$ cat config.mk
export PLATFORM = sky130hd
export DESIGN_NAME = alu_operand_stage
export DESIGN_NICKNAME = d
export VERILOG_FILES = /design/src/rtl/alu_operand_stage.sv
export SDC_FILE = /design/constraint.sdc
export NUM_CORES = 1
export LEC_CHECK = 0
export BUFFER_PORTS_ARGS = -buffer_cell sky130_fd_sc_hd__buf_2
export CELL_PAD_IN_SITES_DETAIL_PLACEMENT = 0
export CELL_PAD_IN_SITES_GLOBAL_PLACEMENT = 1
export CORE_ASPECT_RATIO = 0.9
export CORE_MARGIN = 2
export CORE_UTILIZATION = 33
export DETAILED_ROUTE_END_ITERATION = 10
export PLACE_DENSITY_LB_ADDON = 0.1
export SYNTH_ARGS = -nofsm -noshare
export SYNTH_HDL_FRONTEND = slang
export SYNTH_SLANG_ARGS = --single-unit
$ cat constraint.sdc
create_clock -name clk -period 3.3 [get_ports clk]
set_input_delay 0.33 -clock clk [delete_from_list [all_inputs] [get_ports clk]]
set_output_delay 0.33 -clock clk [all_outputs]
set_load 0.005 [all_outputs]
$ cat src/rtl/alu_operand_stage.sv
// alu_operand_stage: execute-entry pipeline register feeding the ALU.
// Resolves operands (register file / immediate / EX or WB bypass),
// stalls upstream on load-use hazards, and presents a registered
// oper/a/b/rd bundle to the ALU with a valid/ready handshake.
//
// Ports:
//   clk, rst          clock, asynchronous active-high reset
//   flush             drop held and incoming op (branch redirect)
//   in_valid/in_ready upstream handshake
//   in_oper           ALU operation, passed through unmodified
//   in_ra_idx/data    source A index and register-file data
//   in_rb_idx/data    source B index and register-file data
//   in_rd_idx         destination register index
//   in_use_imm/imm    select immediate as operand B
//   ex_valid/is_load  EX stage register-writing op / load
//   ex_rd_idx/data    EX destination and result
//   wb_valid          WB stage writing a register
//   wb_rd_idx/data    WB destination and write data
//   out_valid/ready   downstream handshake to the ALU
//   out_oper/a/b      registered operation and resolved operands
//   out_rd_idx        registered destination
//   stall_count       saturating count of stalled request cycles

module alu_operand_stage #(
    parameter int DATA_WIDTH      = 32,
    parameter int REG_IDX_WIDTH   = 4,
    parameter int OPER_WIDTH      = 4,
    parameter int STALL_CNT_WIDTH = 16
) (
    input  logic                       clk,
    input  logic                       rst,
    input  logic                       flush,
    input  logic                       in_valid,
    output logic                       in_ready,
    input  logic [OPER_WIDTH-1:0]      in_oper,
    input  logic [REG_IDX_WIDTH-1:0]   in_ra_idx,
    input  logic [REG_IDX_WIDTH-1:0]   in_rb_idx,
    input  logic [REG_IDX_WIDTH-1:0]   in_rd_idx,
    input  logic [DATA_WIDTH-1:0]      in_ra_data,
    input  logic [DATA_WIDTH-1:0]      in_rb_data,
    input  logic                       in_use_imm,
    input  logic [DATA_WIDTH-1:0]      in_imm,
    input  logic                       ex_valid,
    input  logic                       ex_is_load,
    input  logic [REG_IDX_WIDTH-1:0]   ex_rd_idx,
    input  logic [DATA_WIDTH-1:0]      ex_data,
    input  logic                       wb_valid,
    input  logic [REG_IDX_WIDTH-1:0]   wb_rd_idx,
    input  logic [DATA_WIDTH-1:0]      wb_data,
    output logic                       out_valid,
    input  logic                       out_ready,
    output logic [OPER_WIDTH-1:0]      out_oper,
    output logic [DATA_WIDTH-1:0]      out_a,
    output logic [DATA_WIDTH-1:0]      out_b,
    output logic [REG_IDX_WIDTH-1:0]   out_rd_idx,
    output logic [STALL_CNT_WIDTH-1:0] stall_count
);

    localparam logic [STALL_CNT_WIDTH-1:0] STALL_MAX = '1;

    logic                  ex_fwd_ok;
    logic                  ex_load_pending;
    logic                  hit_a;
    logic                  hit_b;
    logic                  hazard;
    logic                  accept;
    logic                  consume;
    logic                  stall;
    logic [DATA_WIDTH-1:0] opnd_a;
    logic [DATA_WIDTH-1:0] opnd_b;

    // A non-load EX result is ready to bypass; a load is not.
    assign ex_fwd_ok       = ex_valid & ~ex_is_load;
    assign ex_load_pending = ex_valid & ex_is_load & (ex_rd_idx != '0);

    // With an immediate, rb is not a real source and must not stall.
    assign hit_a  = (ex_rd_idx == in_ra_idx);
    assign hit_b  = ~in_use_imm & (ex_rd_idx == in_rb_idx);
    assign hazard = in_valid & ex_load_pending & (hit_a | hit_b);

    assign in_ready = (~out_valid | out_ready) & ~hazard & ~flush;
    assign accept   = in_valid & in_ready;
    assign consume  = out_valid & out_ready;
    assign stall    = in_valid & ~in_ready & ~flush;

    // Operand A: r0 is zero, then EX (younger) over WB, then RF.
    always_comb begin
        opnd_a = in_ra_data;
        if (in_ra_idx == '0) begin
            opnd_a = '0;
        end else if (ex_fwd_ok && ex_rd_idx == in_ra_idx) begin
            opnd_a = ex_data;
        end else if (wb_valid && wb_rd_idx == in_ra_idx) begin
            opnd_a = wb_data;
        end
    end

    // Operand B: same priority, immediate overrides everything.
    always_comb begin
        opnd_b = in_rb_data;
        if (in_use_imm) begin
            opnd_b = in_imm;
        end else if (in_rb_idx == '0) begin
            opnd_b = '0;
        end else if (ex_fwd_ok && ex_rd_idx == in_rb_idx) begin
            opnd_b = ex_data;
        end else if (wb_valid && wb_rd_idx == in_rb_idx) begin
            opnd_b = wb_data;
        end
    end

    always_ff @(posedge clk or posedge rst) begin
        if (rst) begin
            out_valid <= 1'b0;
        end else if (flush) begin
            out_valid <= 1'b0;
        end else if (accept) begin
            out_valid <= 1'b1;
        end else if (consume) begin
            out_valid <= 1'b0;
        end
    end

    // Payload loads only on capture; held values are never re-forwarded.
    always_ff @(posedge clk or posedge rst) begin
        if (rst) begin
            out_oper   <= '0;
            out_a      <= '0;
            out_b      <= '0;
            out_rd_idx <= '0;
        end else if (accept) begin
            out_oper   <= in_oper;
            out_a      <= opnd_a;
            out_b      <= opnd_b;
            out_rd_idx <= in_rd_idx;
        end
    end

    always_ff @(posedge clk or posedge rst) begin
        if (rst) begin
            stall_count <= '0;
        end else if (stall && stall_count != STALL_MAX) begin
            stall_count <= stall_count + 1'b1;
        end
    end

endmodule

# [Word-level counts from Yosys, hierarchy flattened]
# Cells that the tools add are included.
[classes] add_sub_neg=1 eq_ne=5 muxes=10 bitwise_logic=20 reduce_logical=9
[ops] operator="2-to-1 mux 32 bit" n=7
[ops] operator="adder 16 x 1 -> 16 bit, second input constant" n=1
[ops] operator="== test 4 bit" n=4
[ops] operator="inequality test 16 bit, second input constant" n=1
[ops] operator="bitwise AND 1 bit" n=12
[ops] operator="logical NOT 4 bit" n=2
[ops] operator="inverter 1 bit" n=6
[ops] operator="logical AND 1 bit" n=5
[ops] operator="nonzero test 4 bit" n=1
[ops] operator="2-to-1 mux 1 bit" n=3
[ops] operator="nonzero test 3 bit" n=1
[ops] operator="OR 1 bit" n=2
[word_totals] ff_bits=89 input_bits=193 out_inout_bits=90 elab_cells=51

# [Depth between registers and ports, before layout]
[logic_depth] word_depth=11 ltp_mapped=8 depth_no_buf=5

# [Worst setup path after synthesis]
# No wires, ideal clock.
[synth_path] kind="input to register" startpoint="input in_use_imm" endpoint="register stall_count[14]" setup_time_ns=0.125 t_arrival_ns=1.826 t_required_ns=3.175 slack_ns=1.350 path_stages=6 path_buffers=2 cell_sequence="clkbuf_1 > or3_1 > o221a_4 > buf_6 > nor4_2 > mux2_2"
[synth_via] elab_chain_cells=11
[synth_lines] element="start: declaration" line="41" source="input logic in_use_imm,"
[synth_lines] element="inverter 1 bit" line="78" source="assign hit_b = ~in_use_imm & (ex_rd_idx == in_rb_idx);"
[synth_lines] element="bitwise AND 1 bit" line="78"
[synth_lines] element="OR 1 bit" line="79" source="assign hazard = in_valid & ex_load_pending & (hit_a | hit_b);"
[synth_lines] element="bitwise AND 1 bit" line="79"
[synth_lines] element="inverter 1 bit" line="81" source="assign in_ready = (~out_valid | out_ready) & ~hazard & ~flush;"
[synth_lines] element="bitwise AND 1 bit (2 in a row)" line="81"
[synth_lines] element="inverter 1 bit" line="84" source="assign stall = in_valid & ~in_ready & ~flush;"
[synth_lines] element="bitwise AND 1 bit (2 in a row)" line="84"
[synth_lines] element="logical AND 1 bit" line="142" source="end else if (stall && stall_count != STALL_MAX) begin"
[synth_lines] element="end signal: assignment" line="143" source="stall_count <= stall_count + 1'b1;"
[synth_lines] element="end: declaration" line="56" source="output logic [STALL_CNT_WIDTH-1:0] stall_count"
# No other way between the ends.
# A chain may end at the register's enable or synchronous reset.

# [Final worst setup path]
[layout_path] startpoint="input ex_rd_idx[0]" endpoint="register out_b[31]"
[layout_via] elab_chain_cells=8 word_cells_on_any_way=16 cone_classes="2 x eq/ne; 3 x mux; 9 x bitwise; 2 x reduce/logical"
[layout_lines] element="start: declaration" line="45" source="input logic [REG_IDX_WIDTH-1:0] ex_rd_idx,"
[layout_lines] element="== test 4 bit or nonzero test 4 bit (tied branches)" line="78, 105, 74"
[layout_lines] element="bitwise AND 1 bit (on tied branches)" line="78, 74"
[layout_lines] element="OR 1 bit or bitwise AND 1 bit (tied branches)" line="79"
[layout_lines] element="bitwise AND 1 bit" line="79"
[layout_lines] element="inverter 1 bit" line="81"
[layout_lines] element="bitwise AND 1 bit (2 in a row)" line="81"
[layout_lines] element="bitwise AND 1 bit" line="82" source="assign accept = in_valid & in_ready;"
[layout_lines] element="end signal: assignment" line="134" source="out_b <= opnd_b;"
[layout_lines] element="end: declaration" line="54" source="output logic [DATA_WIDTH-1:0] out_b,"
# Several ways; a longest one is shown, not always the timed one.

==> reports/metrics.csv <==
metric,value,unit
global-route wire length before repair,40.79,mm
post-synthesis sequential area ratio,0.3682,
ys async rst share,1.000,
clock skew,7.104,ps
number of port buffers,282,
Critical Path RT,3520,ps
setup TNS,0,ps
total power,3.492,mW
"area leader, netlist",dfrtp_1,
largest cells by area after synthesis,"dfrtp_1 37%, a31oi_1 9.9%, nand3_1 8.8%, a32o_1 5.3%, and4_1 5.2%",
Final min period,2060,ps
min-delay worst type,primary input to asynchronous set/reset pin,
DRT Wirelength,26.22,mm
most numerous cell on the critical path,buf_4,
Die H,132.4,um
Post-synth top cells,"106 x nand3_1, 96 x a31oi_1, 89 x dfrtp_1",
switching share of power,0.3368,
fin cells,1216,
Synth top area share,0.3682,
gr ovfl total,0,
P_leak,3.884,nW
Max Freq,0.4855,GHz
clk sink count,89,
share of layout cells above drive strength 1,0.3545,
Max IR drop VDD,222.3,uV
root buffer cell,clkbuf_16,
Layout Area Growth over Synthesis,31.36,%
Hold Buf Count CTS,0,
Remaining DRCs,0,
Bufs and invs on worst path,3,
Via Count,6978,
diode count,0,
Post-Place Cell Area,7632,sq um
Setup Viol. Count Final,0,
syn nets,930,
"Cell Chain, Critical Path","buf_2, nor4_1, or2_2, o221ai_1, buf_4, nor2_4, buf_4, a31oi_1",
Clk pwr share,0.320,
setup repair bufs after CTS,0,
power share of the sequential group,0.398,
CP Max Fanout,23,
max-cap viol count,0,
Comb power frac,0.282,
Final Slew Violations,0,
CTS tree,built,
slowest CP cell,nor2_4,
kind of critical path,primary input to flip-flop,
worst slew pin tran,1100,ps
cts bufs inserted,9,
vias in the first global route,6990,
clk slew on worst S/H paths,70,ps
Rel. slew slack,0.2646,
overall die width,146.7,um
RSZ-0062 raised after global routing,false,
sw power,1.176,mW
cell area after synthesis,6048,sq um
worst hold margin,59.62,ps
Tot GR Track Use,0.2670,
clk buf depth,2,
final period utilization,0.6242,
Core Rows,46,
setup ws final,1240,ps
initial core utilization,0.3401,
initial antenna violation count,1,
Synth cell types,39,
placed wire-length estimate,18.53,mm
Vias/cell,5.738,
Main synth FF type,dfrtp_1,
crit start category,primary input,
Final Hold Violating Endpoints,0,
GPL Wtd Cong,0.7909,
Routed WL per cell,21.56,um
initial drt markers,685,
1st-pass router iterations,5,
YS warnings,0,
Core Region,17780,sq um
total die area,19430,sq um
final core utilization,0.4467,
antenna-violating nets left,0,
WP data arrival,2280,ps
#FFs+latches synth,89,
Crit. End Element,flip-flop,
Post-Place Cells,1200,
pin count of the biggest net entering global routing,66,
post-cts sizing count,0,
Setup WS pre-CTS,908.9,ps
top-count cell post-synth,nand3_1,
"EDFF count, synth",0,
NumNets Final,1165,
status,finished clean,
"delay-heaviest family, CP",simple AND/OR/NAND/NOR gates,
Internal,2.316,mW
Power Density,439.5,nW/um^2
cell count after synthesis,736,
Crit path largest cell delay,420,ps
worst skew pair latency,350,ps
num ports,283,
post-route cell area,7945,sq um
mean area per synthesized cell,8.218,sq um
H-tree depth,3,
layout make-up:
| class | instances | area, sq um |
|---|---|---|
| Multi-Input combinational cell | 495 | 3232 |
| Clock inverter | 6 | 73.82 |
| Clock buffer | 10 | 239.0 |
| Tap cell | 240 | 300.3 |
| Sequential cell | 89 | 2227 |
| Timing Repair Buffer | 307 | 1612 |
| Inverter | 69 | 261.5 |
| Fill cell | 1878 | 9839 |
power groups by stage:
stage,registers (mW),logic [mW],clock network (mW)
2_1_floorplan,1.41,0.476,0
3_3_place_gp,1.41,0.982,0
3_5_place_dp,1.41,0.985,0
4_1_cts,1.39,0.988,1.14
5_1_grt,1.41,1.08,1.18
6_report,1.39,0.984,1.12
path summary, 6_finish.rpt:
| kind | from | end | slack, ps | cells after the start |
|---|---|---|---|---|
| worst max register to register | out_valid | out_b[31] | 1330 | 6 |
| worst max-delay path | ex_rd_idx[0] | out_b[31] | 1240 | 8 |
| worst min register to register | stall_count[5] | stall_count[5] | 490 | 1 |
| min in group clk | in_oper[3] | out_oper[3] | 210 | 2 |
| max in group asynchronous | rst | out_a[0] | 2400 | 3 |
| worst min-delay path | rst | out_a[5] | 60 | 2 |
per-layer routing:
layer / GRT usage / vias up / routed length (um) / share of wire
met2: 0.4197 / 349 / 11830 / 0.45
met3: 0.05586 / 24 / 2121 / 0.081
met5: 0 / - / 0 / 0
met4: 0.06257 / 0 / 365 / 0.014
met1: 0.3777 / 3378 / 11900 / 0.45
li1: - / 3227 / - / -
worst register-to-register path: cells and delay by family (launching register included):
kind	cells	cell delay (ps)
buf+inv	2	580
compound gates	2	280
flops	1	380
simple gates	2	580
placed cells by master, fill, tap and decap left out, types with 12 or more instances in the layout:
cell type and n:
a31oi_1 96, and4_1 36, o31ai_1 32, xnor2_1 12, buf_4 24, inv_1 68
dfrtp_1 89, buf_2 282, a32o_1 32, nand3_1 106, o21ai_0 34, a21oi_1 32
xor2_1 13, nand2_1 41
sequential cells by signal, summed over array words and instances (netlist names):
signal and cells:
out_a 32, out_b 32, stall_count 16, out_oper 4, out_rd_idx 4, out_valid 1
kinds of logic (layout without fill, tap and decap cells):
| kind of cell | Yosys count | count (layout) | synth area share |
|---|---|---|---|
| compound gates | 233 | 233 | 0.2590 |
| simple gates | 224 | 224 | 0.2081 |
| buf+inv | 152 | 392 | 0.1045 |
| flops | 89 | 89 | 0.3682 |
| xor+xnor | 26 | 26 | 0.03765 |
| mux | 11 | 11 | 0.02048 |
| fa+ha+maj | 1 | 1 | 0.002068 |
No activity file was read; power rests on OpenSTA's default activity.
